<file path="src/rtl/fetch_unit.sv">
// Instruction fetch stage: issues word requests for the current PC, buffers a
// returned word while decode is stalled, and squashes in-flight fetches on redirect.
module fetch_unit (
    input  logic        Clk,
    input  logic        Reset,
    input  logic [31:0] PCResult,
    output logic [31:0] PCNext,
    output logic        PCWrite,
    output logic        IMemReq,
    output logic [31:0] IMemAddr,
    input  logic        IMemAck,
    input  logic [31:0] IMemRData,
    input  logic        Stall,
    input  logic        Redirect,
    input  logic [31:0] RedirectAddr,
    output logic [31:0] IF_ID_Instr,
    output logic [31:0] IF_ID_PCPlus4,
    output logic        IF_ID_Valid
);

    typedef enum logic [1:0] {
        S_REQ  = 2'd0,
        S_HOLD = 2'd1,
        S_DROP = 2'd2
    } state_t;

    state_t      r_state;
    state_t      w_state_next;

    logic [31:0] r_if_id_instr;
    logic [31:0] r_if_id_pcplus4;
    logic        r_if_id_valid;
    logic [31:0] r_skid_instr;
    logic [31:0] r_skid_pcplus4;
    logic [31:0] r_drop_addr;

    logic [31:0] w_pc_plus4;
    logic        w_load_from_mem;
    logic        w_load_from_skid;
    logic        w_clear_valid;
    logic        w_load_skid;
    logic        w_latch_drop;

    assign w_pc_plus4 = PCResult + 32'd4;

    assign IF_ID_Instr   = r_if_id_instr;
    assign IF_ID_PCPlus4 = r_if_id_pcplus4;
    assign IF_ID_Valid   = r_if_id_valid;

    // NOTE: every output of this block gets a default before any branch, so no path leaves one unassigned and no latch is inferred.
    always_comb begin
        w_state_next     = r_state;
        PCWrite          = 1'b0;
        PCNext           = PCResult;
        IMemReq          = (r_state != S_HOLD);
        IMemAddr         = (r_state == S_DROP) ? r_drop_addr : PCResult;
        w_load_from_mem  = 1'b0;
        w_load_from_skid = 1'b0;
        w_clear_valid    = 1'b0;
        w_load_skid      = 1'b0;
        w_latch_drop     = 1'b0;

        if (Reset) begin
            // Any outstanding transaction is abandoned; acks are ignored.
            IMemReq  = 1'b0;
            IMemAddr = PCResult;
        end else if (Redirect) begin
            PCWrite       = 1'b1;
            PCNext        = RedirectAddr;
            w_clear_valid = 1'b1;
            if (r_state != S_HOLD && !IMemAck) begin
                // The in-flight request must still complete at its old address.
                w_state_next = S_DROP;
                w_latch_drop = (r_state == S_REQ);
            end else begin
                w_state_next = S_REQ;
            end
        end else begin
            unique case (r_state)
                S_REQ: begin
                    if (IMemAck) begin
                        if (!Stall) begin
                            PCWrite         = 1'b1;
                            PCNext          = w_pc_plus4;
                            w_load_from_mem = 1'b1;
                        end else begin
                            w_load_skid  = 1'b1;
                            w_state_next = S_HOLD;
                        end
                    end else if (!Stall) begin
                        w_clear_valid = 1'b1;
                    end
                end
                S_HOLD: begin
                    if (!Stall) begin
                        PCWrite          = 1'b1;
                        PCNext           = r_skid_pcplus4;
                        w_load_from_skid = 1'b1;
                        w_state_next     = S_REQ;
                    end
                end
                S_DROP: begin
                    if (IMemAck) begin
                        w_state_next = S_REQ;
                    end
                    if (!Stall) begin
                        w_clear_valid = 1'b1;
                    end
                end
                default: begin
                    w_state_next = S_REQ;
                end
            endcase
        end
    end

    // NOTE: state registers use non-blocking assignments so every flop samples pre-edge values regardless of statement order.
    always_ff @(posedge Clk) begin
        if (Reset) begin
            r_state         <= S_REQ;
            r_if_id_instr   <= 32'd0;
            r_if_id_pcplus4 <= 32'd0;
            r_if_id_valid   <= 1'b0;
            r_skid_instr    <= 32'd0;
            r_skid_pcplus4  <= 32'd0;
            r_drop_addr     <= 32'd0;
        end else begin
            r_state <= w_state_next;

            if (w_latch_drop) begin
                r_drop_addr <= PCResult;
            end

            if (w_load_skid) begin
                r_skid_instr   <= IMemRData;
                r_skid_pcplus4 <= w_pc_plus4;
            end

            if (w_load_from_mem) begin
                r_if_id_instr   <= IMemRData;
                r_if_id_pcplus4 <= w_pc_plus4;
                r_if_id_valid   <= 1'b1;
            end else if (w_load_from_skid) begin
                r_if_id_instr   <= r_skid_instr;
                r_if_id_pcplus4 <= r_skid_pcplus4;
                r_if_id_valid   <= 1'b1;
            end else if (w_clear_valid) begin
                r_if_id_valid <= 1'b0;
            end
        end
    end

endmodule

</file>
<file path="config.mk">
export PLATFORM = sky130hd
export DESIGN_NAME = fetch_unit
export DESIGN_NICKNAME = d
export VERILOG_FILES = /design/src/rtl/fetch_unit.sv
export SDC_FILE = /design/constraint.sdc
export NUM_CORES = 1
export LEC_CHECK = 0
export CORE_ASPECT_RATIO = 1.5
export CORE_MARGIN = 2
export CORE_UTILIZATION = 53
export CTS_CLUSTER_DIAMETER = 40
export DETAILED_ROUTE_END_ITERATION = 8
export MAX_ROUTING_LAYER = met4
export PLACE_DENSITY_LB_ADDON = 0.15
export SYNTH_ARGS = -nofsm -noshare
export SYNTH_HDL_FRONTEND = slang
export SYNTH_SLANG_ARGS = --single-unit
</file>
<file path="constraint.sdc">
create_clock -name Clk -period 6.1 [get_ports Clk]
set_clock_uncertainty 0.15 [all_clocks]
set_input_delay 1.22 -clock Clk [delete_from_list [all_inputs] [get_ports Clk]]
set_output_delay 1.22 -clock Clk [all_outputs]
set_load 0.03 [all_outputs]
</file>
# == After elaboration in Yosys (flattened, before gate mapping) ==
# Cells that the tools add are included.
# word_totals
regBits,163
# classes
add_sub_neg,1
eq_ne,7
n_mux,46
n_reduce_logical,6
# ops
op,n
two-way mux 32 bit,11
case mux 32 bit (2 select lines),1
adder 32 x 3 -> 32 bit (second input constant),1
two-way mux 1 bit,25
two-way mux 2 bit,6
!= test 3 bit (second input constant),4
case mux 2 bit (3 select lines),1
case mux 1 bit (2 select lines),2
AND reduction 4 bit,1
nonzero test 3 bit,1
== test 2 x 1 -> 1 bit (second input constant),1
== test 2 bit (second input constant),1
logical NOT 2 bit,1
!= test 2 x 1 -> 1 bit (second input constant),1
nonzero test 2 bit,1
logical AND 1 bit,1
logical NOT 1 bit,1

# == Longest topological paths before layout ==
# Gate-level depths: netlist (run 1).
# depth
depth_word,8
ltp_mapped,8

# == Least setup slack after synthesis (run 1) ==
# Ideal clock, no wire load.
# synth_timing
path_kind,input to output
startpoint,in PCResult[2]
endpoint,out PCNext[20]
arrival_time_ps,3118
slack_ps,1612
path_stages,6
n_path_buf,0
cell_sequence,ha_1 > nand4_2 > nor3_4 > nand2_1 > o31a_1 > o32ai_1
# synth_between
elab_chain_len,6
# synth_lines
item,line,source
from (decl),6,"input logic [31:0] PCResult,"
adder 32 x 3 -> 32 bit,44,assign w_pc_plus4 = PCResult + 32'd4;
two-way mux 32 bit,82,if (!Stall) begin
two-way mux 32 bit,81,if (IMemAck) begin
case mux 32 bit (2 select lines),79,unique case (r_state)
two-way mux 32 bit,67,end else if (Redirect) begin
two-way mux 32 bit,63,if (Reset) begin
to (decl),7,"output logic [31:0] PCNext,"
# Every way passes these cells.

# == Final worst setup path (run 1) ==
# layout_timing
startpoint,in PCResult[3]
endpoint,out PCNext[30]
# Same word-level chain as after synthesis.

==> results of run 1 <==
==> logic make-up after synthesis <==
family,count (synthesis),share of synthesized area (%)
AOI/OAI and AO/OA,354,25.81
xor gates and xnor gates,28,2.807
DFF,163,37.35
buffers and inverters,128,6.730
adders and majority gates,2,0.2578
muxes,30,3.852
and+or+nand+nor,434,23.20
==> worst paths after layout <==
kind,from,endpoint,slack (ns),depth (start not counted)
hold / removal,r_skid_instr[31]$_SDFFE_PP0P_,r_skid_instr[31]$_SDFFE_PP0P_,0.30,2
hold reg to reg,r_skid_instr[31]$_SDFFE_PP0P_,r_skid_instr[31]$_SDFFE_PP0P_,0.30,2
setup / recovery,PCResult[3],PCNext[30],0.45,8
setup reg to reg,r_state[0]$_SDFFE_PP0P_,r_drop_addr[3]$_SDFFE_PP0P_,3.17,4
==> final cells by class <==
| type | instances | area (um^2) | area share (%) |
|---|---|---|---|
| Clock inverter | 13 | 116.4 | 0.9997 |
| Tap cell | 206 | 257.7 | 2.214 |
| Clock buffer | 19 | 432.9 | 3.719 |
| Sequential cell | 163 | 3263 | 28.03 |
| Timing Repair Buffer | 272 | 2618 | 22.49 |
| Inverter | 9 | 33.78 | 0.2902 |
| Multi-Input combinational cell | 848 | 4918 | 42.26 |
==> power by group through the flow <==
stage / Sequential (uW) / Clock (uW) / Combinational, uW
global route: 1120 / 1070 / 609
CTS: 1120 / 1020 / 571
finish: 1120 / 1020 / 577
detailed placement: 1150 / 0 / 567
global placement: 1140 / 0 / 566
floorplan: 1170 / 0 / 298
==> layer usage <==
layer  vias up  global-route usage (%)  wire, um
li1       4395                       -         -
met1      4414                   39.75     11460
met2       485                   59.18     15410
met3       143                   5.851      2066
met4         0                   26.52      2518
met5         -                       -         0
==> placed cells by master, fill, tap and decap left out, drive strengths merged, types with 4 or more instances in the layout <==
master,count
a211o,6
a211oi,11
a21o,6
a21oi,128
a221oi,18
a22o,4
a22oi,21
a311oi,37
and4,5
buf,42
clkbuf,19
clkdlybuf4s50,230
clkinv,6
dfxtp,163
inv,15
mux2,29
nand2,250
nand3,17
nand4,10
nor2,83
nor2b,6
nor3,25
nor4,12
o211ai,5
o21a,4
o21ai,80
o22ai,6
o31ai,10
or3,5
xnor2,18
xor2,10
==> sequential cells by signal (all words and copies together), names as in the netlist <==
| register | cells |
|---|---|
| IF_ID_Instr | 32 |
| IF_ID_PCPlus4 | 32 |
| r_drop_addr | 32 |
| r_skid_instr | 32 |
| r_skid_pcplus4 | 32 |
| r_state | 2 |
| IF_ID_Valid | 1 |
==> per-stage QoR <==
step                hold slack (ns)  util (%)  instances  setup WS (ns)
floorplan                    0.2829         -       1139          1.612
global placement             0.2858     68.51       1498         0.5205
detailed placement           0.2915     68.51       1498         0.4983
CTS                          0.3045     71.90       1530         0.4849
global route                 0.3159     71.90       1530         0.3052
finish                       0.3036     71.90       1530         0.4505
==> worst min-delay path: stages (launching register included) <==
cell and delay (ns):
dfxtp_1 0.31, nand2_1 0.05, a21oi_1 0.05
==> results.py, run 1 <==
metrics = {
    "setup_path": {
        "crit_path_frequent_cell": "clkdlybuf4s50_1",
        "worst_ep_required_time_ns": 4.73,
        "path_max_fanout": 8,
        "crit_type": "primary input to output port",
        "cp-start-kind": "primary input",
        "crit_path_cell_trace": "clkdlybuf4s50_1, ha_1, nand4_2, nor3_4, nand4_1, or4_1, o211ai_1, clkdlybuf4s50_1",
        "cpPeakStageDelay_ns": 0.71,
        "worstPathArrival_ns": 4.28,
        "slowest_stage": "clkdlybuf4s50_1",
        "worst_setup_path_end_kind": "output port",
        "critical_path.top_delay_family": "simple AND/OR/NAND/NOR gates",
        "critPathBufInv": 2,
    },
    "clock_tree": {
        "ctsHoldBuffers": 0,
        "h-tree-depth": 4,
        "ctsResizeCount": 0,
        "cts_setup_buffers": 0,
        "cts_sinks": 163,
        "cts-buffers-inserted": 17,
        "clkTransAtPathRegs_ns": 0.06,
        "clock_latency_ns": 0.43,
        "cts_buffer_depth": 2,
        "cts_tree": "built",
        "cts-root-buf": "clkbuf_16",
    },
    "outcome": {
        "status": "finished, final reports clean",
    },
    "logic_synthesis": {
        "ys_ff_latch": 163,
        "synth_flop_cell": "dfxtp_1",
        "synth_nets": 1241,
        "synth.cells.most_frequent": "250 x nand2_1, 163 x dfxtp_1, 127 x a21oi_1",
        "syn_area_per_cell_um2": 7.671,
        "syn_area_um2": 8737,
        "synthCells": 1139,
        "yosys.area.top_type": "dfxtp_1",
        "synthMostInstantiatedCell": "nand2_1",
        "synth_edf_count": 0,
        "synthArstFlopShare_pct": 0,
        "synth_cell_type_count": 74,
        "yosysTopAreaCellShare_pct": 37.35,
        "ys_warn_count": 0,
        "synth_area_leaders": "dfxtp_1 37%, nand2_1 11%, a21oi_1 7.3%",
        "ys_seq_area_share_pct": 37.35,
    },
    "grt": {
        "antenna_found_initial": 0,
        "grt_max_degree": 95,
        "grt_usage_pct": 36.46,
        "grt_pass1_vias": 8962,
        "grt_overflow": 0,
        "grt_pass1_wl_mm": 47.98,
    },
    "pwr": {
        "p_int_uw": 1869,
        "finalPower_uw": 2715,
        "combinationalPowerShare_pct": 21.2,
        "power.density_nw_per_um2": 233.2,
        "switching_power_uw": 845.8,
        "seq_power_share_pct": 41.3,
        "p_leak_uw": 0.003943,
        "p_sw_share_pct": 31.16,
        "peakVddDrop_mv": 0.1636,
        "clkPwrFrac_pct": 37.4,
    },
    "flow_run": {
        "drv_cap": 0,
    },
    "final_layout": {
        "syn_to_final_growth_pct": 33.22,
        "fillCellCount": 1330,
        "stdcell_area_um2": 11640,
        "fin_nets": 1413,
        "antennaDiodeCount": 0,
        "drive_above_1_share_pct": 10.20,
    },
    "sta": {
        "report.final.slew_viol_count": 0,
        "final_hold_viol_count": 0,
        "max_freq_mhz": 177.0,
        "post-route-min-period_ns": 5.649,
        "finalSetupViolCount": 0,
        "setup_tns_ns": 0,
        "tightest_slew_ns": 1.127,
        "rsz0062_at_grt": "false",
        "period_share_pct": 92.61,
        "max_slew_margin_pct": 24.84,
    },
    "floorplanning": {
        "core_um2": 16190,
        "io_pins": 232,
        "dieWidth_um": 108.8,
        "start_util_pct": 53.97,
        "fp.dieArea_um2": 17550,
        "die_h_um": 161.3,
        "rows": 57,
    },
    "placed_design": {
        "dp_hpwl_mm": 22.29,
        "io_buffers": 231,
        "placed_cell_area_um2": 11090,
        "gp_routability_congestion": 0.9774,
    },
    "routing": {
        "first_pass_iters": 6,
        "via_per_inst": 6.168,
        "drt_iter0_drc": 1019,
        "dr_total_vias": 9437,
        "ant_nets": 0,
        "drc": 0,
        "wl_per_cell_um": 20.56,
        "wl_mm": 31.45,
    },
    "hold_path": {
        "hold_class": "flip-flop to flip-flop",
    },
}
Power figures use the tool's default switching activity.
==> run 2: changes to the inputs <==
--- a/config.mk
+++ b/config.mk
@@ -12,6 +12,7 @@
 export DETAILED_ROUTE_END_ITERATION = 8
 export MAX_ROUTING_LAYER = met4
 export PLACE_DENSITY_LB_ADDON = 0.15
+export SKIP_LAST_GASP = 1
 export SYNTH_ARGS = -nofsm -noshare
 export SYNTH_HDL_FRONTEND = slang
 export SYNTH_SLANG_ARGS = --single-unit
==> results of run 2 <==
Same layout as run 1: the final DEF is identical, and so are final timing and power.
==> run 3: changes to the inputs <==
--- a/config.mk
+++ b/config.mk
@@ -6,12 +6,13 @@
 export NUM_CORES = 1
 export LEC_CHECK = 0
 export CORE_ASPECT_RATIO = 1.5
-export CORE_MARGIN = 2
+export CORE_MARGIN = 4
 export CORE_UTILIZATION = 53
 export CTS_CLUSTER_DIAMETER = 40
 export DETAILED_ROUTE_END_ITERATION = 8
 export MAX_ROUTING_LAYER = met4
 export PLACE_DENSITY_LB_ADDON = 0.15
+export RECOVER_POWER = 50
 export SKIP_LAST_GASP = 1
 export SYNTH_ARGS = -nofsm -noshare
 export SYNTH_HDL_FRONTEND = slang
==> results.py, run 3 (synthesized netlist as in run 1, its figures left out) <==
metrics = {
    "routing": {
        "dr_total_vias": 9428,
        "wl_per_cell_um": 21.01,
        "drt_iter0_drc": 1074,
        "wl_mm": 32.17,
        "first_pass_iters": 5,
        "via_per_inst": 6.158,
        "drc": 0,
        "ant_nets": 0,
    },
    "outcome": {
        "failed_checks": "capacitance limit, slew limit",
        "status": "finished with violations",
    },
    "sta": {
        "period_share_pct": 95.76,
        "report.final.slew_viol_count": 95,
        "rsz0062_at_grt": "false",
        "setup_tns_ns": 0,
        "post-route-min-period_ns": 5.841,
        "max_slew_margin_pct": -74.24,
        "tightest_slew_ns": 2.614,
        "finalSetupViolCount": 0,
        "final_hold_viol_count": 0,
        "max_freq_mhz": 171.2,
    },
    "grt": {
        "grt_pass1_wl_mm": 49.32,
        "grt_max_degree": 94,
        "grt.busiest_layer": "met2",
        "antenna_found_initial": 1,
        "grt_pass1_vias": 9211,
        "grt.met2_usage_pct": 59.95,
        "grt_use_met1_pct": 37.86,
        "grt_overflow": 0,
        "grtUsageMet3_pct": 4.812,
        "grt_usage_pct": 34.55,
    },
    "clock_tree": {
        "cts-root-buf": "clkbuf_16",
        "cts_sinks": 163,
        "h-tree-depth": 4,
        "ctsResizeCount": 0,
        "cts-buffers-inserted": 17,
        "clkTransAtPathRegs_ns": 0.07,
        "cts_tree": "built",
        "clock_latency_ns": 0.43,
        "cts_buffer_depth": 2,
        "cts_setup_buffers": 0,
        "ctsHoldBuffers": 0,
    },
    "floorplanning": {
        "start_util_pct": 53.97,
        "rows": 57,
        "dieWidth_um": 112.8,
        "fp.dieArea_um2": 18650,
        "die_h_um": 165.3,
        "io_pins": 232,
        "core_um2": 16190,
    },
    "pwr": {
        "p_leak_uw": 0.004160,
        "power.density_nw_per_um2": 239.2,
        "peakVddDrop_mv": 0.1739,
    },
    "final_layout": {
        "layout_commonest_cell": "nand2_1",
        "final_cell_mix": "249 x nand2_1, 163 x dfxtp_1, 162 x clkdlybuf4s50_1",
        "drive_above_1_share_pct": 9.668,
        "fin_nets": 1413,
        "stdcell_area_um2": 11650,
        "syn_to_final_growth_pct": 33.31,
    },
    "setup_path": {
        "crit_type": "primary input to output port",
        "worst_ep_required_time_ns": 4.73,
        "worstPathArrival_ns": 4.47,
        "cp-start-kind": "primary input",
        "worst_setup_path_end_kind": "output port",
        "path_max_fanout": 8,
    },
    "flow_run": {
        "drv_cap": 2,
    },
    "placed_design": {
        "placed_cell_area_um2": 11090,
        "gp_routability_congestion": 0.9708,
        "dp_hpwl_mm": 22.76,
        "io_buffers": 231,
    },
    "hold_path": {
        "hold_class": "flip-flop to flip-flop",
    },
}
[run 3: cell types whose count changed in the layout (fill, tap and decap cells not counted), sizes merged]
cell	delta
clkbuf	+2
dlygate4sd3	+68
buf	-3
inv	+2
bufinv	+1
clkinv	-2
diode	+1
clkdlybuf4s50	-68
[run 3: critical path, cell delays in order]
cell and delay (ns):
clkdlybuf4s50_1 0.54, ha_1 0.27, nand4_2 0.27, nor4_1 0.73, buf_4 0.23, xor2_1 0.24, nand2_1 0.11, a21oi_1 0.17
clkdlybuf4s50_1 0.69
[run 3: per-stage QoR]
stage | utilization (%) | setup WS (ns) | std cells | hold slack [ns] | power (uW)
global placement | 68.51 | 0.3991 | 1498 | 0.2864 | 1711
CTS | 72.22 | 0.3697 | 1530 | 0.3065 | 2798
global route | 71.95 | 0.02132 | 1531 | 0.3192 | 2881
floorplan | - | 1.612 | 1139 | 0.2829 | 1464
finish | 71.95 | 0.2587 | 1531 | 0.3023 | 2786
detailed placement | 68.51 | 0.3716 | 1498 | 0.2944 | 1714
[run 3: path summary, 6_finish.rpt]
| kind | slack [ns] | endpoint | start | depth (start not counted) |
|---|---|---|---|---|
| setup / recovery | 0.26 | PCNext[16] | PCResult[3] | 9 |
| setup reg to reg | 2.36 | r_skid_pcplus4[14]$_SDFFE_PP0P_ | r_state[0]$_SDFFE_PP0P_ | 5 |
| hold / removal | 0.30 | IF_ID_PCPlus4[10]$_SDFFE_PP0P_ | IF_ID_PCPlus4[10]$_SDFFE_PP0P_ | 1 |
| hold reg to reg | 0.30 | IF_ID_PCPlus4[10]$_SDFFE_PP0P_ | IF_ID_PCPlus4[10]$_SDFFE_PP0P_ | 1 |
[run 3: routing by layer]
| layer | wire, um | up-vias | part of all wire [%] |
|---|---|---|---|
| met1 | 11660 | 4400 | 36 |
| met2 | 16280 | 515 | 51 |
| met3 | 2174 | 122 | 6.8 |
| met4 | 2045 | 0 | 6.4 |
| met5 | 0 | - | 0 |
| li1 | - | 4391 | - |
[run 3: power breakdown]
| group | internal (uW) | total, uW | leakage (uW) | switching, uW |
|---|---|---|---|---|
| Sequential | 1100 | 1120 | 0.00132 | 22.0 |
| Combinational | 229 | 572 | 0.00254 | 343 |
| Clock | 595 | 1090 | 0.000294 | 498 |
[run 3: cell type report]
type                    instances  area [um^2]
clock inverters                14        161.4
fillers                      1303         4542
flip-flops and latches        163         3263
well taps                     206        257.7
repair buffers                272         2606
clock buffers                  18        439.2
diodes                          1        2.502
inverters                       9        33.78
multi-input cells             848         4883
